===== src/rtl/conv_kxk_pipe_mac.sv =====
// Pipelined KxK convolution MAC: per-tap multiply, registered binary adder tree, clamp/wrap to OUT_W.
// Latency 1+$clog2(TAPS); the whole pipe freezes while a result waits, so in_ready = ~out_valid | out_ready.
module conv_kxk_pipe_mac #(
    parameter int DATA_W = 6,
    parameter int COEF_W = 6,
    parameter int TAPS   = 9,
    parameter int OUT_W  = 18,
    parameter int SIGNED = 0,
    parameter int SAT    = 1
) (
    input  logic                    clk,
    input  logic                    rst,
    input  logic                    k_we,
    input  logic [$clog2(TAPS)-1:0] k_idx,
    input  logic [COEF_W-1:0]       k_data,
    input  logic                    in_valid,
    output logic                    in_ready,
    input  logic [TAPS*DATA_W-1:0]  in_data,
    output logic                    out_valid,
    input  logic                    out_ready,
    output logic [OUT_W-1:0]        out_data
);
    localparam int IDX_W = $clog2(TAPS);
    localparam int LV    = $clog2(TAPS);
    localparam int P     = DATA_W + COEF_W;
    localparam int F     = P + LV;

    // Node count of tree level l (level 0 holds the products).
    function automatic int lvl_cnt(input int l);
        int n;
        n = TAPS;
        for (int j = 0; j < l; j++) n = (n + 1) / 2;
        return n;
    endfunction

    // All levels live in one flat node array; this gives the first index of level l.
    function automatic int lvl_base(input int l);
        int b;
        b = 0;
        for (int j = 0; j < l; j++) b += lvl_cnt(j);
        return b;
    endfunction

    localparam int NODES = lvl_base(LV + 1);

    logic [F-1:0]      node_d [NODES];
    logic [F-1:0]      node_q [NODES];
    logic [COEF_W-1:0] coef_d [TAPS];
    logic [COEF_W-1:0] coef_q [TAPS];
    logic [LV:0]       vld_d;
    logic [LV:0]       vld_q;
    logic              en;
    logic              k_ok;
    logic [F-1:0]      sum;

    assign en        = ~vld_q[LV] | out_ready;
    assign in_ready  = en;
    assign out_valid = vld_q[LV];
    assign vld_d     = {vld_q[LV-1:0], in_valid};
    assign k_ok      = ({1'b0, k_idx} < (IDX_W + 1)'(TAPS));

    // Products sample coef_q, so a write landing on the accept edge only affects later windows.
    always_comb begin
        coef_d = coef_q;
        if (k_we && k_ok) coef_d[k_idx] = k_data;
    end

    for (genvar t = 0; t < TAPS; t++) begin : g_prod
        logic [F-1:0] px;
        logic [F-1:0] cf;
        assign px = (SIGNED != 0)
                  ? {{(F-DATA_W){in_data[t*DATA_W+DATA_W-1]}}, in_data[t*DATA_W +: DATA_W]}
                  : F'(in_data[t*DATA_W +: DATA_W]);
        assign cf = (SIGNED != 0)
                  ? {{(F-COEF_W){coef_q[t][COEF_W-1]}}, coef_q[t]}
                  : F'(coef_q[t]);
        assign node_d[t] = px * cf;
    end

    // An unpaired last node is forwarded through a register so every path has equal depth.
    for (genvar l = 1; l <= LV; l++) begin : g_lvl
        for (genvar i = 0; i < lvl_cnt(l); i++) begin : g_node
            localparam int A = lvl_base(l - 1) + 2 * i;
            localparam int D = lvl_base(l) + i;
            if (2 * i + 1 < lvl_cnt(l - 1)) begin : g_add
                assign node_d[D] = node_q[A] + node_q[A+1];
            end else begin : g_pass
                assign node_d[D] = node_q[A];
            end
        end
    end

    always_ff @(posedge clk or posedge rst) begin
        if (rst) begin
            node_q <= '{default: '0};
            coef_q <= '{default: '0};
            vld_q  <= '0;
        end else begin
            coef_q <= coef_d;
            if (en) begin
                node_q <= node_d;
                vld_q  <= vld_d;
            end
        end
    end

    assign sum = node_q[NODES-1];

    if (F <= OUT_W) begin : g_ext
        assign out_data = (SIGNED != 0) ? OUT_W'($signed(sum)) : OUT_W'(sum);
    end else begin : g_clip
        logic             ovf;
        logic [OUT_W-1:0] lim;
        always_comb begin
            if (SIGNED != 0) begin
                ovf = !((&sum[F-1:OUT_W-1]) || !(|sum[F-1:OUT_W-1]));
                lim = sum[F-1] ? {1'b1, {(OUT_W-1){1'b0}}} : {1'b0, {(OUT_W-1){1'b1}}};
            end else begin
                ovf = |sum[F-1:OUT_W];
                lim = '1;
            end
        end
        assign out_data = ((SAT != 0) && ovf) ? lim : sum[OUT_W-1:0];
    end

endmodule


===== config.mk =====
export PLATFORM = sky130hd
export DESIGN_NAME = conv_kxk_pipe_mac
export DESIGN_NICKNAME = d
export VERILOG_FILES = /design/src/rtl/conv_kxk_pipe_mac.sv
export SDC_FILE = /design/constraint.sdc
export NUM_CORES = 1
export LEC_CHECK = 0
export ABC_CLOCK_PERIOD_IN_PS = 14200
export BUFFER_PORTS_ARGS = -buffer_cell sky130_fd_sc_hd__buf_4
export CORE_MARGIN = 3
export CORE_UTILIZATION = 56
export DETAILED_ROUTE_END_ITERATION = 16
export GPL_ROUTABILITY_DRIVEN = 0
export HOLD_SLACK_MARGIN = 0.08
export PLACE_DENSITY = 0.83
export SYNTH_ARGS = -nofsm -noshare
export SYNTH_HDL_FRONTEND = slang
export SYNTH_SLANG_ARGS = --single-unit
export TNS_END_PERCENT = 30

===== constraint.sdc =====
create_clock -name clk -period 14.2 [get_ports clk]
set_input_delay 0 -clock clk [delete_from_list [all_inputs] [get_ports clk]]
set_output_delay 0 -clock clk [all_outputs]
set_load 0.01 [all_outputs]

==> out/qor.yml <==
clocking:
  clock_sinks: 314
  cts_max_level: 2
  cts_tree: "built"
  cts_resized: 0
  clk_pin_slew_ps: 60
  clockBufferDepth: 3
  cts-root-buf: "clkbuf_16"
  clk_latency_ps: 530
  cts_made_buffers: 35
outcome:
  status: "finished clean"
cells_and_area:
  fill_cells: 3496
  drive_gt1_frac: 0.0780
  diodes: 0
  area_growth_pct: 9.84
  seq_area_um2: 7860
  fin_nets: 3332
  final_cell_area_um2: 27800
  multiInputGateArea_um2: 16200
  final_util: 0.626
worst_setup_path:
  worst-path-stages: 13
  startpoint_type: "flip-flop"
  cp_slowest_cell: "fa_1"
  cp-end-kind: "flip-flop"
  path_common_cell: "fa_1"
  cp.buffers_inverters: 2
  crit_chain: "and2_1, fa_1, inv_1, fa_1, fa_1, inv_1, ha_1, nor2b_1, o21ai_0, a21oi_1, o211a_1, or3_1, a31o_2"
  reg2regPathDepth: 13
  crit_required_ps: 14620
  crit_type: "flip-flop to flip-flop"
  r2r-end: "node_q[203]"
  critPathMaxStageDelay_ps: 530
  r2r-start: "coef_q[6]"
  cpLargestDelayFamily: "adder cells"
  cp_max_fo: 7
  r2r_setup_slack_ps: 10220
  crit_arrival_ps: 4400
hold_path:
  hold_path.class: "input port to flip-flop"
  whs_endpoint: "coef_q[27]"
  hold_path_depth: 3
  hold_start: "k_idx[0]"
timing:
  fin_crit_sh: 0.280
  setup_violations: 0
  tightest_slew_ps: 1210
  finalHoldWorstSlack_ps: 89.4
  rsz0062_at_grt: "false"
  finalSetupTns_ps: 0
  clock_skew_ps: 14.8
  hold_viol_final: 0
  slew_viol_final: 0
  period_needed_ps: 3980
  fmax_mhz: 251
  relSlewSlack: 0.189
global_routing:
  grt_pass1_vias: 19830
  grt_pass1_wl_um: 93600
  grt_max_degree: 251
  antenna_found_initial: 2
  grt_usage: 0.234
  overflow: 0
power:
  p_sw_uw: 2740
  vdd_drop_max_mv: 0.119
  seqPwrFrac: 0.257
  clkPwrFrac: 0.145
  swShare: 0.443
  pwr-share-comb: 0.598
  leakage_uw: 0.0139
  p_int_uw: 3440
  p_per_area_nw_per_um2: 222
synth:
  synth_ff_type: "dfrtp_1"
  syn_area_um2: 25300
  yosysMostFrequentCell: "nand2_1"
  async_reset_ff_frac: 1.00
  syn-mean-instance-area_um2: 9.22
  synth_top_area_share: 0.310
  yosys_warnings: 0
  synthTopCellsByArea: "dfrtp_1 31%, ha_1 14%, fa_1 13%"
  synthCells: 2746
  synth_area_leader_cell: "dfrtp_1"
  ys_seq_elements: 314
  synth_edf_count: 0
  yosysSeqAreaShare: 0.310
  synthTopCellsByCount: "458 x nand2_1, 314 x dfrtp_1, 280 x ha_1"
  synth.distinct_cells: 55
routing:
  routedWlPerCell_um: 16.0
  wl_met2_um: 26900
  drt-met1-wl_um: 24300
  via_count: 19367
  wl_um: 54900
  drt_iter0_drc: 1047
  met3_length_um: 2070
  first_pass_iters: 6
  routed_via_density: 5.63
  drc: 0
  ant_nets: 0
  routed.top_layer: "met4"
floorplan:
  dieHeight_um: 219
  start_util: 0.570
  die_w_um: 219
  io_pins: 89
  rows: 77
  dieArea_um2: 47800
  coreArea_um2: 44400
place:
  dpl.hpwl_um: 40700
  dpl_cell_area_um2: 26400
  numPortBuffers: 86
job:
  drv_cap: 0
==> flip-flops by register name, summed over array words and instances (netlist names) <==
register / flops
node_q: 203
node_d: 36
sum: 16
vld_q: 5
coef_q: 54
==> power by group through the flow <==
| stage | Clock, uW | Combinational [uW] | Sequential, uW |
|---|---|---|---|
| final | 894 | 3690 | 1590 |
| after CTS | 911 | 3690 | 1590 |
| after floorplan | 0 | 2920 | 1490 |
| after detailed placement | 0 | 3620 | 1600 |
| after global routing | 943 | 4210 | 1640 |
| after global placement | 0 | 3440 | 1580 |
==> worst reg2reg max path: stages, from the launching register on <==
cell and delay [ps]:
dfrtp_1 420, and2_1 180, fa_1 530, inv_1 50, fa_1 480, fa_1 500, inv_1 50, ha_1 290
nor2b_1 140, o21ai_0 240, a21oi_1 180, o211a_1 260, or3_1 300, a31o_2 240
==> worst max path at each step <==
stage / start / to / slack, ps
4_1_cts: coef_q[6] / node_q[203] / 10230
6_report: coef_q[6] / node_q[203] / 10220
5_1_grt: coef_q[30] / node_q[267] / 10080
3_5_place_dp: coef_q[6] / node_q[203] / 10230
3_3_place_gp: coef_q[6] / node_q[203] / 10370
2_1_floorplan: rst / coef_q[0] / 5510
==> cell families after synthesis <==
kind of cell / synth area share
and+or+nand+nor: 0.183
adders and majority gates: 0.266
muxes: 0.0276
DFF: 0.310
AOI/OAI and AO/OA: 0.131
other: 0.000148
xor gates and xnor gates: 0.0336
buffers and inverters: 0.0491
==> placed cells by master, fill, tap and decap left out, types with 5 or more instances in the layout <==
cell           instances
and2_1               230
o21a_1                39
inv_1                229
fa_1                 161
a31oi_1               21
nor2b_1               17
o41a_1                 5
nand4b_1               6
nand3_1               21
or3_1                 16
nor3_1                48
dlygate4sd3_1         27
dfrtp_1              314
ha_1                 280
a31o_2                11
clkbuf_1               8
a21o_1                44
o21bai_1              25
buf_4                 92
clkbuf_16             35
a211oi_1              30
mux2i_1                8
nand3b_1               7
mux2_2                55
nor2_1               134
nor3b_1                8
xor2_1                61
nand2_1              458
a21oi_1              133
o21ai_0              169
o31ai_1               23
xnor2_1               36
clkbuf_8               8
o31a_1                11
nand2b_1              20
nand4_1                6
==> through the flow <==
step                setup slack, ps  power [uW]  cells
CTS                           10230        6190   3439
detailed placement            10230        5220   3350
global placement              10370        5020   3350
global route                  10080        6790   3439
floorplan                      5510        4410   2747
finish                        10220        6170   3439
==> what timing repair did <==
action,CTS,global route
hold buffers,27,0
hold endpoints to repair,176,0
buffers inserted,0,0
==> cell type report <==
cell class | instances | share of cell area
Inverter | 231 | 0.0316
Timing Repair Buffer | 120 | 0.0353
Multi-Input combinational cell | 2120 | 0.584
Clock buffer | 51 | 0.0365
Tap cell | 592 | 0.0266
Clock inverter | 11 | 0.00382
Sequential cell | 314 | 0.283
==> routing by layer <==
layer | vias up | track usage
met3 | 116 | 0.0278
met1 | 9479 | 0.310
li1 | 9365 | -
met5 | - | 0
met4 | 0 | 0.0741
met2 | 407 | 0.404
Note: power is estimated with default switching activity, not from simulation.
